===== config.mk =====
export PLATFORM = sky130hd
export DESIGN_NAME = shift_frame_ctrl
export DESIGN_NICKNAME = d
export VERILOG_FILES = /design/src/rtl/shift_frame_ctrl_pkg.sv /design/src/rtl/shift_frame_byte_counter.sv /design/src/rtl/shift_frame_ctrl.sv
export SDC_FILE = /design/constraint.sdc
export NUM_CORES = 1
export LEC_CHECK = 0
export ABC_AREA = 1
export ABC_CLOCK_PERIOD_IN_PS = 1130
export BUFFER_PORTS_ARGS = -buffer_cell sky130_fd_sc_hd__buf_2
export CAP_MARGIN = 10
export CORE_MARGIN = 3
export CORE_UTILIZATION = 30
export CTS_CLUSTER_SIZE = 24
export DETAILED_ROUTE_END_ITERATION = 12
export PLACE_DENSITY_LB_ADDON = 0.2
export SLEW_MARGIN = 20
export SYNTH_ARGS = -nofsm -noshare
export SYNTH_HDL_FRONTEND = slang
export SYNTH_SLANG_ARGS = --single-unit

===== constraint.sdc =====
create_clock -name clk -period 1.13 [get_ports clk]
set_input_delay 0.0565 -clock clk [delete_from_list [all_inputs] [get_ports clk]]
set_output_delay 0.0565 -clock clk [all_outputs]
set_load 0.005 [all_outputs]

===== src/rtl/shift_frame_ctrl_pkg.sv =====
// Shared definitions for the shift-register frame sequencer: state codes,
// the byte-counter width helper and the default fill byte.
package shift_frame_ctrl_pkg;

  typedef logic [1:0] state_t;

  // state | meaning
  // FILL  | accepting real bytes from upstream
  // PAD   | shifting fill bytes to close a short frame
  // FULL  | word complete, presented downstream until accepted
  localparam state_t ST_FILL = 2'd0;
  localparam state_t ST_PAD  = 2'd1;
  localparam state_t ST_FULL = 2'd2;

  localparam logic [7:0] DEFAULT_PAD_BYTE = 8'h00;

  // Width needed to hold a byte count of 0..size inclusive.
  function automatic int cnt_width(input int size);
    return $clog2(size + 1);
  endfunction

endpackage


===== src/rtl/shift_frame_byte_counter.sv =====
// Frame byte counter: total shifts (count) and real, non-pad bytes (real).
// Both saturate at SIZE and only return to zero through clear or reset.
module frame_byte_counter
  import shift_frame_ctrl_pkg::*;
#(
  parameter int SIZE = 8,
  parameter int CW   = cnt_width(SIZE)
) (
  input  logic          clk,
  input  logic          rst,
  input  logic          inc_i,
  input  logic          freeze_real_i,
  input  logic          clear_i,
  output logic [CW-1:0] count_o,
  output logic [CW-1:0] real_o,
  output logic          last_o,
  output logic          full_o
);

  logic [CW-1:0] count_q, count_d;
  logic [CW-1:0] real_q, real_d;

  // Next-count logic: clear wins, increments stop once the frame is full.
  always_comb begin
    count_d = count_q;
    real_d  = real_q;
    if (clear_i) begin
      count_d = '0;
      real_d  = '0;
    end else if (inc_i && !full_o) begin
      count_d = count_q + CW'(1);
      if (!freeze_real_i) begin
        real_d = real_q + CW'(1);
      end
    end
  end

  // Counter registers.
  always_ff @(posedge clk or posedge rst) begin
    if (rst) begin
      count_q <= '0;
      real_q  <= '0;
    end else begin
      count_q <= count_d;
      real_q  <= real_d;
    end
  end

  assign count_o = count_q;
  assign real_o  = real_q;
  assign last_o  = (count_q == CW'(SIZE - 1));
  assign full_o  = (count_q == CW'(SIZE));

endmodule


===== src/rtl/shift_frame_ctrl.sv =====
// Sequencer for the byte-wide shift-register assembler. Accepts bytes over
// valid/ready, drives the assembler shift enable, pads short frames on flush
// and presents each finished word downstream with its real byte count.
// Optional idle auto-flush is built when SHIFT_FRAME_TIMEOUT_EN is defined;
// that build also adds the timeout_flag output.
module shift_frame_ctrl
  import shift_frame_ctrl_pkg::*;
#(
  parameter int               WIDTH    = 8,
  parameter int               SIZE     = 8,
  parameter logic [WIDTH-1:0] PAD_BYTE = WIDTH'(DEFAULT_PAD_BYTE),
  parameter int               TIMEOUT  = 255
) (
  input  logic                       clk,
  input  logic                       rst,
  input  logic                       in_valid,
  input  logic [WIDTH-1:0]           in_data,
  output logic                       in_ready,
  input  logic                       flush,
  output logic                       sh_en,
  output logic [WIDTH-1:0]           sh_data,
  input  logic [WIDTH*SIZE-1:0]      sh_word,
  output logic                       out_valid,
  input  logic                       out_ready,
  output logic [WIDTH*SIZE-1:0]      out_word,
  output logic [cnt_width(SIZE)-1:0] out_bytes,
`ifdef SHIFT_FRAME_TIMEOUT_EN
  output logic                       timeout_flag,
`endif
  output logic                       busy
);

  localparam int CW = cnt_width(SIZE);

  if (SIZE < 2) begin : g_size_check
    $error("shift_frame_ctrl: SIZE must be at least 2");
  end
  if (TIMEOUT < 1) begin : g_timeout_check
    $error("shift_frame_ctrl: TIMEOUT must be at least 1");
  end

  state_t        state_q, state_d;
  logic [CW-1:0] cnt_count, cnt_real;
  logic          cnt_last, cnt_full;
  logic          cnt_inc, cnt_freeze, cnt_clear;
  logic          accept;
  logic          flush_eff;

  assign in_ready = (state_q == ST_FILL);
  assign accept   = in_valid && in_ready;

`ifdef SHIFT_FRAME_TIMEOUT_EN
  localparam int TW = (TIMEOUT > 1) ? $clog2(TIMEOUT) : 1;

  logic [TW-1:0] timer_q;
  logic          idle;
  logic          timeout_hit;

  assign idle        = (state_q == ST_FILL) && (cnt_count != '0) && !accept;
  assign timeout_hit = idle && (timer_q == '0);

  // Idle down-counter: reloads on any accept, outside FILL, or after firing.
  always_ff @(posedge clk or posedge rst) begin
    if (rst) begin
      timer_q <= TW'(TIMEOUT - 1);
    end else if (idle && (timer_q != '0)) begin
      timer_q <= timer_q - TW'(1);
    end else begin
      timer_q <= TW'(TIMEOUT - 1);
    end
  end

  assign timeout_flag = timeout_hit;
  assign flush_eff    = flush || timeout_hit;
`else
  assign flush_eff = flush;
`endif

  // Frame FSM: decides shifting, counter updates and the next state.
  always_comb begin
    state_d    = state_q;
    sh_en      = 1'b0;
    sh_data    = in_data;
    cnt_inc    = 1'b0;
    cnt_freeze = 1'b0;
    cnt_clear  = 1'b0;
    case (state_q)
      ST_FILL: begin
        if (accept) begin
          sh_en   = 1'b1;
          cnt_inc = 1'b1;
          // A byte that completes the frame absorbs a same-cycle flush.
          if (cnt_last) begin
            state_d = ST_FULL;
          end else if (flush_eff) begin
            state_d = ST_PAD;
          end
        end else if (flush_eff && (cnt_count != '0)) begin
          state_d = ST_PAD;
        end
      end
      ST_PAD: begin
        sh_en      = !cnt_full;
        sh_data    = PAD_BYTE;
        cnt_inc    = 1'b1;
        cnt_freeze = 1'b1;
        if (cnt_last) begin
          state_d = ST_FULL;
        end
      end
      ST_FULL: begin
        if (out_ready) begin
          cnt_clear = 1'b1;
          state_d   = ST_FILL;
        end
      end
      default: begin
        state_d = ST_FILL;
      end
    endcase
  end

  // State register.
  always_ff @(posedge clk or posedge rst) begin
    if (rst) begin
      state_q <= ST_FILL;
    end else begin
      state_q <= state_d;
    end
  end

  frame_byte_counter #(
    .SIZE (SIZE),
    .CW   (CW)
  ) u_counter (
    .clk           (clk),
    .rst           (rst),
    .inc_i         (cnt_inc),
    .freeze_real_i (cnt_freeze),
    .clear_i       (cnt_clear),
    .count_o       (cnt_count),
    .real_o        (cnt_real),
    .last_o        (cnt_last),
    .full_o        (cnt_full)
  );

  assign out_valid = (state_q == ST_FULL);
  assign out_word  = sh_word;
  assign out_bytes = out_valid ? cnt_real : '0;
  assign busy      = (cnt_count != '0) || (state_q != ST_FILL);

endmodule


==> reports/results.txt, run 1 <==
Pre-CTS setup slack: -0.114 ns
Int Power: 2070 uW
Standard-cell rows: 23
Sequential area share after synthesis: 19.6%
Mapped Area: 1280 sq um
Result of the run: finished with violations
Placed cell areas: 1090 sq um
Syn avg cell area: 7.22 sq um
Switching Share: 45.9%
Synth Net Count: 257
Met1 wire length: 1020 microns
Slew Limit Fails: 0
Crit-path max cell delay: 0.39 ns
Die Ht: 71.3 microns
Met3 WL post-DR: 308 microns
R2R depth: 10
Maximum fanout along the worst path: 2
H-tree levels: 1
Final Wtd Congestion: 0.838
Failing checks: setup timing
Clock skew: 0.00369 ns
Nets: 247
Cell Pwr Density: 2770 nW/um^2
Die X: 71.3 microns
Combinational cell fraction of total power: 68.7%
FMAX: 742 MHz
# diodes: 0
Peak VDD IR: 0.00119 V
Total wire length: 2700 microns
Yosys top cell area share: 37.6%
Clock sinks: 10
Minimum clock period: 1.35 ns
Startpoint Class: flop
Final Util: 34.1%
Initial Util: 31.5%
Antenna Violating Nets Remaining: 0
Initial DRC Count: 22
Antenna violations before repair: 0
CP Capture Type: output port
Maxcap violations: 0
Clk pwr share: 11.8%
Post-synth top cells: buf_4 (64), nand2_1 (23), inv_1 (21)
Main synth FF type: dfrtp_1
Final setup margin: -0.217 ns
Final Cell Area: 1380 sq um
Via count: 966
Worst-path clk slew: 0.05 ns
Fillers: 417
Drt pass-1 iters: 4
Io pins: 157
Synth area leaders: buf_4 (38%), dfrtp_1 (20%), nand2_1 (6.8%), inv_1 (6.2%), nor2_1 (5.0%)
Top-count cell post-synth: buf_4
Arrival @ worst endpoint: 1.29 ns
Wire per inst: 12.5 microns
Finish-stage setup viols: 23
WS Path Type: reg -> out
Psw: 1760 uW
Post-synth top area cell: buf_4
Final hold vios: 0
Worst EP required: 1.07 ns
Cts bufs inserted: 3
Root buf cell: clkbuf_8
Synth cell types: 22
Largest net degree at the start of global routing: 11
Mapped Cells: 177
Reg power frac: 19.5%
IO buf count: 28
Hold path cells: 0
Post-synthesis register bit count: 10
Crit path cell chain: inv_2 -> ha_4 -> nand3_2 -> or2_4 -> buf_6
Total grt overflow: 0
Leak: 0.000723 uW
Asr flop ratio synth: 100%
Total track usage: 10.2%
Post-DP HPWL: 2040 microns
Synthesis Warnings: 0
Residual DRC: 0
HP Class: in -> out
Die Area: 5080 sq um
Metal2 WL: 1290 microns
Skew-Pair Late Insertion Delay: 0.24 ns
CTS tree: built
Unrepaired setup endpoints after global routing: yes
Share of cells above drive strength 1: 57.2%
Vias per cell: 4.47
Max stage delay cell, worst path: dfrtp_1
Area delta synth->final: 8.12%
First-pass GRT wire length: 4240 microns
Slew at the pin closest to its max-slew limit: 0.406 ns
Final Cycle Share: 119%
Slew margin rel.: 72.9%
Top Layer Used: met4
CTS Buffer Depth: 2
Vias in the first global route: 910
Post-synth EDFFs: 0
CORE AREA: 4060 sq um
## registers in the layout, summed over array words and instances, names as in the netlist
signal             flops
u_counter.real_o       4
state_q                2
u_counter.count_o      4
## cell usage in the layout (no fill, tap or decap), drive strengths merged
master,n
o21a,1
ha,3
nand4,5
or2,3
nor3,1
buf,47
nand2,29
dfrtp,10
dlygate4sd3,1
nor2,18
o21ai,7
clkinv,2
nand3,11
clkbuf,4
inv,24
## final cells by class
cell class	instances	area (sq um)	share of cell area, %
Timing Repair inverter	1	6.26	0.452
Tap cell	50	62.6	4.52
Clock buffer	4	55.1	3.98
Inverter	25	104	7.51
Timing Repair Buffer	48	324	23.4
Sequential cell	10	251	18.2
Multi-Input combinational cell	78	579	41.9
## worst max-delay path, delay by kind of cell (launching register included)
kind	cells	cell delay, ns
buffers and inverters	2	0.20
flip-flops	1	0.39
AND/OR/NAND/NOR	2	0.31
adder cells (fa/ha/maj)	1	0.15
## cell families after synthesis
logic type                 synth area share (%)
buffers and inverters                      45.3
and+or+nand+nor                            28.6
DFF                                        19.6
AOI/OAI and AO/OA                          3.62
adders and majority gates                  2.94
## metal layers
layer  vias up  global-route usage (%)
met5         -                       0
met4         0                    5.85
met3        22                    5.47
met2        49                    16.0
met1       434                    11.0
li1        461                       -
## worst paths after layout
kind                                             startpoint                          endpoint  slack, ns
max in group asynchronous                               rst            state_q[1]$_DFFE_PP0P_       0.47
min in group asynchronous                               rst  u_counter.count_o[2]$_DFFE_PP0P_       0.34
min reg2reg                 u_counter.real_o[3]$_DFFE_PP0P_   u_counter.real_o[3]$_DFFE_PP0P_       0.53
max                        u_counter.count_o[1]$_DFFE_PP0P_                              busy      -0.22
max reg2reg                u_counter.count_o[1]$_DFFE_PP0P_            state_q[0]$_DFFE_PP0P_      -0.15
min                                             sh_word[10]                      out_word[10]       0.11
## through the flow
| stage | hold slack [ns] | TNS (ns) | std cells | total power, uW |
|---|---|---|---|---|
| detailed placement | 0.0649 | -0.768 | 201 | 2600 |
| finish | 0.113 | -1.82 | 216 | 3820 |
| CTS | 0.113 | -1.66 | 213 | 3460 |
| floorplan | -0.103 | 0 | 177 | 2130 |
| global route | 0.113 | -3.51 | 216 | 4160 |
| global placement | 0.0672 | -0.701 | 201 | 2610 |
## power by group through the flow
stage / Combinational [uW] / Sequential [uW] / Clock (uW)
global placement: 1870 / 735 / 0
CTS: 2260 / 732 / 471
detailed placement: 1870 / 734 / 0
global route: 2890 / 772 / 489
floorplan: 1420 / 713 / 0
finish: 2630 / 745 / 452
## timing repair
item	in CTS	in global routing
resized for setup	20	28
endpoints found under the setup margin	26	26
endpoints found under the hold margin	10	0
pin swaps	4	8
gates cloned	1	0
buffers inserted	6	3
hold buffers	1	0
(Power assumes the default switching activity.)
==> run 2: changes to the inputs <==
- ABC_CLOCK_PERIOD_IN_PS: 1130 -> 1200
- clock period: 1.13 -> 1.2 ns (I/O delays scaled with it)
==> run 2 against run 1 <==
Against the previous run:
- flip-flop and latch count is the same
- final area is 2.3% lower
- clock skew is 0.0036 ns higher
- sequential share of layout area rose by 0.42 points
- the run still ends with setup timing left
- hold slack improved by 0.0070 ns
- combinational power shrank 8.4%
- count of clock-buffer cells in the layout stayed put
- power is 7.6% lower
- setup slack improved by 0.082 ns
- sequential power fell by 6.0%
- register-to-register slack better by 0.06 ns
==> reports/results.txt, run 2 (synthesized netlist as in run 1, its figures left out) <==
Non-filler instance count after layout: 214 (was 216)
Min-Delay Endpoint: out_word[10] (unchanged)
HP Start: sh_word[10] (unchanged)
Result of the run: finished with violations (unchanged)
Most frequent cells in the layout: buf_2 (27), nand2_1 (18), inv_1 (17) (was buf_2 (26), nand2_1 (18), inv_1 (16))
Die Area: 5080 sq um (unchanged)
Die X: 71.3 microns (unchanged)
Final setup margin: -0.135 ns (was -0.217 ns)
Post-DP HPWL: 1710 microns (was 2040 microns)
Fillers: 429 (was 417)
First-pass GRT wire length: 3780 microns (was 4240 microns)
Setup_tns: -0.850 ns (was -1.82 ns)
CTS tree: built (unchanged)
Root buf cell: clkbuf_8 (unchanged)
Startpoint Class: flop (unchanged)
Cell Pwr Density: 2620 nW/um^2 (was 2770 nW/um^2)
Post-Place Cells: 197 (was 201)
Slew at the pin closest to its max-slew limit: 0.428 ns (was 0.406 ns)
# diodes: 0 (unchanged)
Total wire length: 2350 microns (was 2700 microns)
Initial Util: 31.5% (unchanged)
CORE AREA: 4060 sq um (unchanged)
Cts bufs inserted: 3 (unchanged)
Final hold vios: 0 (unchanged)
Residual DRC: 0 (unchanged)
Total track usage: 9.05% (was 10.2%)
Slew margin rel.: 71.4% (was 72.9%)
Worst-path clk slew: 0.05 ns (about the same)
HP Class: in -> out (unchanged)
Finish-stage setup viols: 18 (was 23)
Via count: 896 (was 966)
Worst EP required: 1.14 ns (was 1.07 ns)
Standard-cell rows: 23 (unchanged)
Vias in the first global route: 878 (was 910)
Failing checks: setup timing (unchanged)
Commonest non-fill, non-tap cell in the layout: buf_2 (unchanged)
Clock sinks: 10 (unchanged)
CTS Buffer Depth: 2 (unchanged)
R2R depth: 9 (was 10)
Hold path cells: 0 (unchanged)
Slew Limit Fails: 0 (unchanged)
Minimum clock period: 1.33 ns
CP Capture Type: output port (unchanged)
Antenna Violating Nets Remaining: 0 (unchanged)
Vias per cell: 4.19 (was 4.47)
WS Path Type: reg -> out (unchanged)
Drt pass-1 iters: 4 (unchanged)
Share of cells above drive strength 1: 54.3% (was 57.2%)
Unrepaired setup endpoints after global routing: yes (unchanged)
Max stage delay cell, worst path: dfrtp_1 (unchanged)
Clock skew: 0.00725 ns (was 0.00369 ns)
Leak: 0.000700 uW (was 0.000723 uW)
Antenna violations before repair: 0 (unchanged)
Largest net degree at the start of global routing: 11 (unchanged)
Arrival @ worst endpoint: 1.27 ns (was 1.29 ns)
Peak VDD IR: 0.000872 V (was 0.00119 V)
Worst R2R Setup Slack: -0.09 ns (was -0.15 ns)
Final Wtd Congestion: 0.785 (was 0.838)
Crit path cell chain: inv_2 -> ha_4 -> nand3_4 -> or2_4 -> buf_6 (was inv_2 -> ha_4 -> nand3_2 -> or2_4 -> buf_6)
Total grt overflow: 0 (unchanged)
Final Cycle Share: 111%
Skew-Pair Late Insertion Delay: 0.24 ns (about the same)
Wire per inst: 11.0 microns (was 12.5 microns)
Crit-path max cell delay: 0.38 ns (was 0.39 ns)
H-tree levels: 1 (unchanged)
Io pins: 157 (unchanged)
Nets: 245 (was 247)
Maxcap violations: 0 (unchanged)
Worst R2R End: state_q[1]$_DFFE_PP0P_ (was state_q[0]$_DFFE_PP0P_)
Area delta synth->final: 5.68% (was 8.12%)
Die Ht: 71.3 microns (unchanged)
FMAX: 749 MHz
IO buf count: 28 (unchanged)
Initial DRC Count: 33 (was 22)
Maximum fanout along the worst path: 2 (unchanged)
Reg2reg start: u_counter.count_o[0]$_DFFE_PP0P_ (was u_counter.count_o[1]$_DFFE_PP0P_)
==> run 2: stage by stage <==
stage / instance area [sq um] / power [uW] / utilization (%) / hold WS (ns) / setup slack [ns]
5_1_grt: 1350 / 3840 / 33.3 / 0.120 / -0.194
3_3_place_gp: 1050 / 2320 / 25.8 / 0.0691 / -0.0311
6_report: 1350 / 3540 / 33.3 / 0.120 / -0.135
3_5_place_dp: 1050 / 2320 / 25.8 / 0.0815 / -0.0740
2_1_floorplan: 1280 / 1970 / - / -0.0998 / 0.00706
4_1_cts: 1240 / 3170 / 30.7 / 0.120 / -0.190
==> run 2: layer usage <==
layer / share of wire [%] / global-route usage [%] / wire [microns]
met5: 0 / 0 / 0
met4: 1.7 / 4.80 / 40
met3: 10 / 3.93 / 247
met2: 49 / 14.1 / 1140
met1: 39 / 10.5 / 923
==> run 2: timing repair <==
action                                  CTS  global route
buffers inserted                          9             3
hold endpoints to repair                 10             0
hold buffers                              1             0
gates cloned                              1             0
pin swaps                                 8             8
endpoints found under the setup margin   23            24
gates resized for setup                  18            23
==> run 2: layout make-up <==
cell class	instances	area [sq um]	area share [%]
multi-input combinational	78	571	42.2
timing repair buffer	46	303	22.4
sequential	10	251	18.6
inverter	25	101	7.50
tap	50	62.6	4.63
clock buffer	4	55.1	4.07
timing repair inverter	1	7.51	0.556
==> run 2: critical path, delay by kind of cell, from the launching register on <==
| kind | cells | cell delay, ns |
|---|---|---|
| and+or+nand+nor | 2 | 0.30 |
| buffers and inverters | 2 | 0.20 |
| adders and majority gates | 1 | 0.16 |
| DFF | 1 | 0.38 |
==> run 2: how the worst max path moves through the flow <==
stage                                          start                         endpoint  slack [ns]  cells past startpoint
floorplan           u_counter.count_o[0]$_DFFE_PP0P_  u_counter.real_o[3]$_DFFE_PP0P_       0.007                      8
global placement    u_counter.count_o[0]$_DFFE_PP0P_  u_counter.real_o[2]$_DFFE_PP0P_       -0.03                      8
global route        u_counter.count_o[0]$_DFFE_PP0P_                             busy       -0.19                      5
finish              u_counter.count_o[0]$_DFFE_PP0P_                             busy       -0.13                      5
CTS                 u_counter.count_o[1]$_DFFE_PP0P_                             busy       -0.19                      5
detailed placement  u_counter.count_o[0]$_DFFE_PP0P_  u_counter.real_o[2]$_DFFE_PP0P_       -0.07                      8
==> run 2: where the power goes <==
group	leakage [uW]	switching [uW]	internal [uW]
Combinational	0.000548	1280	1140
Sequential	0.000123	188	512
Clock	0.0000288	132	288
